$ cat src/rtl/turn_step_ctrl.sv
// Turn/step controller: emits one D strobe per board square for the current player, then advances the turn.
// Optional macro TURN_STEP_GAP_EN inserts one low GAP cycle between consecutive step strobes.
module turn_step_ctrl (
  input  logic       clk,
  input  logic       rst_n,
  input  logic [2:0] M,
  input  logic [2:0] N,
  input  logic       move_req,
  input  logic [2:0] steps,
  input  logic       keep_turn,
  output logic       D,
  output logic       p_da1,
  output logic       p_da2,
  output logic       p_da3,
  output logic       p_da4,
  output logic [1:0] turn,
  output logic       busy,
  output logic       done
);

  localparam logic [2:0] MODE_SETUP = 3'b010;

`ifdef TURN_STEP_GAP_EN
  typedef enum logic [1:0] {IDLE = 2'd0, STEP = 2'd1, ADV = 2'd2, GAP = 2'd3} state_t;
`else
  typedef enum logic [1:0] {IDLE = 2'd0, STEP = 2'd1, ADV = 2'd2} state_t;
`endif

  state_t     state_q, state_d;
  logic [2:0] rem_cnt;
  logic       keep_r;
  logic [3:0] p_da;
  logic       setup;
  logic       accept;

  // Out-of-range player counts behave as a four-player game.
  function automatic logic [2:0] eff_n(input logic [2:0] n);
    return (n == 3'd2 || n == 3'd3) ? n : 3'd4;
  endfunction

  // A turn left stranded above a reduced player count falls back to player 1.
  function automatic logic [1:0] next_turn(input logic [1:0] t, input logic keep,
                                           input logic [2:0] n);
    logic [2:0] t3;
    logic [2:0] en;
    t3 = {1'b0, t};
    en = eff_n(n);
    if (t3 >= en)            return 2'd0;
    else if (keep)           return t;
    else if (t3 + 3'd1 == en) return 2'd0;
    else                     return t + 2'd1;
  endfunction

  assign setup  = (M == MODE_SETUP);
  assign accept = (state_q == IDLE) && move_req && !setup;

  always_ff @(posedge clk or negedge rst_n) begin
    if (!rst_n) state_q <= IDLE;
    else        state_q <= state_d;
  end

  always_comb begin
    state_d = state_q;
    D       = 1'b0;
    p_da    = 4'b0000;
    busy    = (state_q != IDLE);
    done    = 1'b0;
    case (state_q)
      IDLE: begin
        if (accept) state_d = (steps == 3'd0) ? ADV : STEP;
      end
      STEP: begin
        D    = 1'b1;
        p_da = 4'b0001 << turn;
`ifdef TURN_STEP_GAP_EN
        state_d = (rem_cnt == 3'd1) ? ADV : GAP;
`else
        state_d = (rem_cnt == 3'd1) ? ADV : STEP;
`endif
      end
`ifdef TURN_STEP_GAP_EN
      GAP: state_d = STEP;
`endif
      ADV: begin
        done    = !setup;
        state_d = IDLE;
      end
      default: state_d = IDLE;
    endcase
    if (setup) state_d = IDLE;
  end

  assign p_da1 = p_da[0];
  assign p_da2 = p_da[1];
  assign p_da3 = p_da[2];
  assign p_da4 = p_da[3];

  always_ff @(posedge clk or negedge rst_n) begin
    if (!rst_n) begin
      turn    <= 2'd0;
      rem_cnt <= 3'd0;
      keep_r  <= 1'b0;
    end else if (setup) begin
      turn    <= 2'd0;
      rem_cnt <= 3'd0;
    end else begin
      case (state_q)
        IDLE: begin
          if (accept) begin
            rem_cnt <= steps;
            keep_r  <= keep_turn;
          end
        end
        STEP:    rem_cnt <= rem_cnt - 3'd1;
        ADV:     turn    <= next_turn(turn, keep_r, N);
        default: ;
      endcase
    end
  end

endmodule

$ cat config.mk
export PLATFORM = sky130hd
export DESIGN_NAME = turn_step_ctrl
export DESIGN_NICKNAME = d
export VERILOG_FILES = /design/src/rtl/turn_step_ctrl.sv
export SDC_FILE = /design/constraint.sdc
export NUM_CORES = 1
export LEC_CHECK = 0
export BUFFER_PORTS_ARGS = -buffer_cell sky130_fd_sc_hd__buf_2
export CORE_MARGIN = 3
export CORE_UTILIZATION = 49
export DETAILED_ROUTE_END_ITERATION = 12
export GPL_TIMING_DRIVEN = 0
export PLACE_DENSITY_LB_ADDON = 0.3
export SETUP_SLACK_MARGIN = 0.3
export SYNTH_ARGS = -nofsm -noshare
export SYNTH_HDL_FRONTEND = slang
export SYNTH_SLANG_ARGS = --single-unit
$ cat constraint.sdc
create_clock -name clk -period 2.35 [get_ports clk]
set_clock_uncertainty 0.2 [all_clocks]
set_input_delay 0.1175 -clock clk [delete_from_list [all_inputs] [get_ports clk]]
set_output_delay 0.1175 -clock clk [all_outputs]
set_load 0.1 [all_outputs]
Yosys cells after proc, flatten, opt, wreduce, memory -nomap -nowiden
Cells that the tools add are included.
{"block": "totals", "regBits": 8, "inputBits": 13, "out_inout_bits": 9}
{"block": "classes", "n_addsub": 3, "n_lt_le_gt_ge": 1, "n_eq_ne": 9, "shifts": 1, "muxes": 17, "bitwise_logic": 1, "n_reduce_logical": 12}
{"cell": "2-bit 2-to-1 mux", "n": 9}
{"cell": "3-bit by 2-bit == test with 1-bit output, second input constant", "n": 3}
{"cell": "3-bit 2-to-1 mux", "n": 3}
{"cell": "3-bit case mux with 2 select lines", "n": 1}
{"cell": "4-bit 2-to-1 mux", "n": 1}
{"cell": "2-bit case mux with 2 select lines", "n": 1}
{"cell": "2-bit AND reduction", "n": 2}
{"cell": "2-bit nonzero test", "n": 2}
{"cell": "1-bit by 2-bit << shifter with 4-bit output, first input constant", "n": 1}
{"cell": "2-bit by 1-bit adder with 3-bit output, second input constant", "n": 1}
{"cell": "3-bit by 1-bit == test with 1-bit output, second input constant", "n": 1}
{"cell": "3-bit == test", "n": 1}
{"cell": "2-bit by 3-bit greater-or-equal comparator with 1-bit output", "n": 1}
{"cell": "3-bit zero test", "n": 1}
{"cell": "3-bit by 1-bit != test with 1-bit output, second input constant", "n": 1}
{"cell": "3-bit != test, second input constant", "n": 1}
{"cell": "3-bit AND reduction", "n": 1}
{"cell": "3-bit nonzero test", "n": 1}
{"cell": "3-bit by 1-bit subtractor with 3-bit output, second input constant", "n": 1}
{"cell": "2-bit by 1-bit adder with 2-bit output, second input constant", "n": 1}
{"cell": "2-bit by 1-bit == test with 1-bit output, second input constant", "n": 1}
{"cell": "2-bit == test, second input constant", "n": 1}
{"cell": "1-bit logical AND", "n": 2}
{"cell": "2-bit zero test", "n": 1}
{"cell": "other kinds (4)", "n": 5}

Logic depth before layout (Yosys ltp)
{"block": "depth", "depth_word": 9, "depth_mapped": 7, "mapped_depth_nobuf": 7}

Worst setup path before layout
OpenSTA, ideal clock, no wires.
{"block": "synth_path", "path_kind": "register -> register", "startpoint": "register turn[0]", "endpoint": "register turn[1]", "arrival_ns": 2.169, "required_ns": 2.017, "path_slack_ns": -0.153, "stages_incl_launch_ff": 7, "path_buffers": 0, "synth_period_minus_slack_ns": 2.503, "cell_sequence": "dfrtp_1 inv_1 ha_1 nor4b_1 o41ai_2 a22oi_1 nor2_1"}
{"block": "synth_via", "elab_chain_cells": 7}
{"element": "start: declaration", "line_no": "16", "text": "output logic [1:0] turn,"}
{"element": "start signal: assignment", "line_no": "115", "text": "ADV: turn <= next_turn(turn, keep_r, N);"}
{"element": "2-bit by 1-bit adder with 3-bit output", "line_no": "50", "text": "else if (t3 + 3'd1 == en) return 2'd0;"}
{"element": "3-bit == test", "line_no": "50"}
{"element": "2-bit 2-to-1 mux", "line_no": "50"}
{"element": "2-bit 2-to-1 mux", "line_no": "49", "text": "else if (keep) return t;"}
{"element": "2-bit 2-to-1 mux", "line_no": "48", "text": "if (t3 >= en) return 2'd0;"}
{"element": "2-bit 2-to-1 mux", "line_no": "107", "text": "case (state_q)"}
{"element": "2-bit 2-to-1 mux", "line_no": "103", "text": "end else if (setup) begin"}
Parallel ways exist; a longest one is shown, timed or not. The select of a mux whose other input is x is not followed.
A chain may end at the register's enable or synchronous reset.

Worst setup path after layout
{"block": "layout_path", "startpoint": "input M[0]", "endpoint": "register turn[1]"}
{"block": "layout_via", "elab_chain_cells": 3}
{"element": "start: declaration", "line_no": "6", "text": "input logic [2:0] M,"}
{"element": "3-bit by 2-bit == test with 1-bit output *", "line_no": "54", "text": "assign setup = (M == MODE_SETUP);"}
{"element": "3-bit by 1-bit != test with 1-bit output (no source line) or 2-bit nonzero test (tied branches)"}
{"element": "2-bit AND reduction (no source line)"}
Mark *: on every way between the ends. The rest lies on a longest branch, timed or not.

==> flow_summary.json <==
{
  "finalCritPeriodShare_pct": 82.9,
  "cp.buffers_inverters": 3,
  "start_kind": "input pin",
  "final_antenna_net_count": 0,
  "syn_inst": 75,
  "yosysWarnings": 0,
  "die_area_um2": 1990,
  "rows": 13,
  "fmax_mhz": 514,
  "synth_common_cells": "dfrtp_1, ha_1, nor2_1",
  "nNetsFinal": 127,
  "gp_congestion": 0.764,
  "dpl.hpwl_um": 1130,
  "synth_compound_area_share_pct": 18.3,
  "startpoint": "M[0]",
  "synth_xor_area_share_pct": 0,
  "worst_pin_slew_ns": 0.484,
  "hold_violations": 0,
  "die_x_um": 44.7,
  "synth_fa_ha_area_share_pct": 13.7,
  "reg2reg_from": "turn[0]$_DFFE_PN0P_",
  "synth_top_area_share_pct": 27.4,
  "synth_area_leaders": "dfrtp_1, ha_1, nand2b_4",
  "hold_depth": 3,
  "grt_pass1_vias": 584,
  "rr_worst_depth": 6,
  "slew_headroom_pct": 68.0,
  "fin_util_pct": 69.9,
  "final.setup.worst_slack_ns": 0.403,
  "finalSetupTns_ns": 0,
  "synth_top_family_by_area": "simple AND/OR/NAND/NOR gates",
  "drv_cap": 0,
  "hp-class": "in -> reg",
  "synth-edff-count": 0,
  "rr_endpoint": "turn[0]$_DFFE_PN0P_",
  "clkTransAtPathRegs_ns": 0.05,
  "crit_required_ns": 2.28,
  "grt_pass1_wl_um": 2340,
  "drtPass1Iterations": 4,
  "synth_flop_cell": "dfrtp_1",
  "synthMuxAreaShare_pct": 4.62,
  "period_needed_ns": 1.95,
  "syn_nets": 96,
  "viasPerCell": 5.41,
  "final_layout_size_suffix_gt1_share_pct": 41.3,
  "cts_buffer_depth": 2,
  "drc": 0,
  "rsz0062_at_grt": "false",
  "synthToLayoutAreaGrowth_pct": 28.9,
  "crit_path_frequent_cell": "dlygate4sd3_1",
  "worstPathArrival_ns": 1.88,
  "cp_slowest_cell": "dlygate4sd3_1",
  "drt_iter0_drc": 12,
  "wl_um": 1440,
  "path_class": "in -> reg",
  "synth-simple-area-share_pct": 31.1,
  "r2r_slack_ns": 0.48,
  "ys_ff_latch": 8,
  "routedWlPerCell_um": 12.1,
  "cts-buffers-inserted": 3,
  "pre_cts_ws_ns": 0.388,
  "start_util_pct": 54.2,
  "endpoint_kind": "flip-flop",
  "core-area_um2": 1350,
  "io-pin-count": 22,
  "netlist_area_um2": 732,
  "status": "complete, no violations",
  "synth_area_per_cell_um2": 9.76,
  "synth_cell_types": 36,
  "synth_largest_area_cell": "dfrtp_1",
  "slew_viol_final": 0,
  "antennaDiodeCount": 0,
  "crit_end": "turn[1]$_DFFE_PN0P_",
  "overflow": 0,
  "portBuffers": 21,
  "h-tree-depth": 1,
  "path_cells": "dlygate4sd3_1 -> buf_2 -> nor3b_4 -> dlygate4sd3_1 -> nor2_1",
  "dieHeight_um": 44.7,
  "setup_viol": 0,
  "cp_max_fo": 7,
  "yosysSeqAreaShare_pct": 27.4,
  "grt_max_degree": 10,
  "clk_latency_ns": 0.25,
  "clockRootBuffer": "clkbuf_4",
  "route.vias.total": 644,
  "antenna_found_initial": 0,
  "hold_ws_ns": 0.0210,
  "synth-async-reset-ratio_pct": 100,
  "fillCellCount": 104,
  "crit_family": "buffers and inverters",
  "grtUsageTotal_pct": 15.9,
  "cp_num_cells": 5,
  "cts_tree": "yes",
  "cts_sinks": 8,
  "slowest_delay_ns": 0.67
}
## stage by stage
step,instance area [um^2],cells
4_1_cts,937,119
5_1_grt,943,119
3_3_place_gp,865,111
3_5_place_dp,865,111
2_1_floorplan,741,75
6_report,943,119
## tightest hold or removal path, cell delays in order
cell and delay [ns]:
buf_2 0.10, nor3b_4 0.06, a31oi_1 0.14
## cells in the final DEF (no fill, tap or decap), types with 2 or more instances in the layout
master	n
buf_2	21
ha_1	8
inv_1	7
nor2_1	7
dfrtp_1	6
dlygate4sd3_1	5
nand2b_4	3
and2_1	3
nor3_1	3
a211oi_1	3
clkbuf_4	3
o21ai_0	2
a21oi_1	2
nand2_1	2
## routing by layer
layer	routed length [um]	vias up	share of wire [%]	track usage (%)
li1	-	325	-	-
met1	685	300	47	20.1
met2	663	19	46	25.2
met3	95	0	6.6	7.32
met4	0	0	0	1.81
met5	0	-	0	0
## layout make-up
| class | instances | area [um^2] | share of cell area (%) |
|---|---|---|---|
| Clock buffer | 3 | 22.5 | 2.39 |
| Inverter | 9 | 36.3 | 3.85 |
| Tap cell | 15 | 18.8 | 1.99 |
| Multi-Input combinational cell | 58 | 505 | 53.6 |
| Timing Repair Buffer | 26 | 155 | 16.4 |
| Sequential cell | 8 | 205 | 21.8 |
## how the worst min path moves through the flow
stage | from | to | slack, ns
after detailed placement | rst_n | rem_cnt[1]$_DFFE_PN0P_ | -0.23
after CTS | M[2] | turn[0]$_DFFE_PN0P_ | 0.02
final | M[2] | turn[0]$_DFFE_PN0P_ | 0.02
after floorplan | rst_n | keep_r$_DFFE_PN0P_ | -0.38
after global placement | rst_n | rem_cnt[0]$_DFFE_PN0P_ | -0.23
after global routing | rst_n | keep_r$_DFFE_PN0P_ | 0.04
## flip-flops by register name, indices dropped and copies added, names as in the netlist
| name | count |
|---|---|
| turn | 2 |
| rem_cnt | 3 |
| state_q | 2 |
| keep_r | 1 |
## logic make-up (layout without fill, tap and decap cells)
group / after synthesis / count (layout)
simple gates: 32 / 32
compound gates: 16 / 16
buf+inv: 9 / 38
fa+ha+maj: 8 / 8
flops: 8 / 8
mux: 2 / 2
## what timing repair did
item	in CTS	in global routing
gates resized for setup	0	1
endpoints found under the setup margin	0	1
endpoints found under the hold margin	12	0
hold buffers	5	0
buffers inserted	0	0
Power is left out: the tool's default activity adds up to more than one toggle a clock period on the data nets, which glitch-free logic cannot reach.
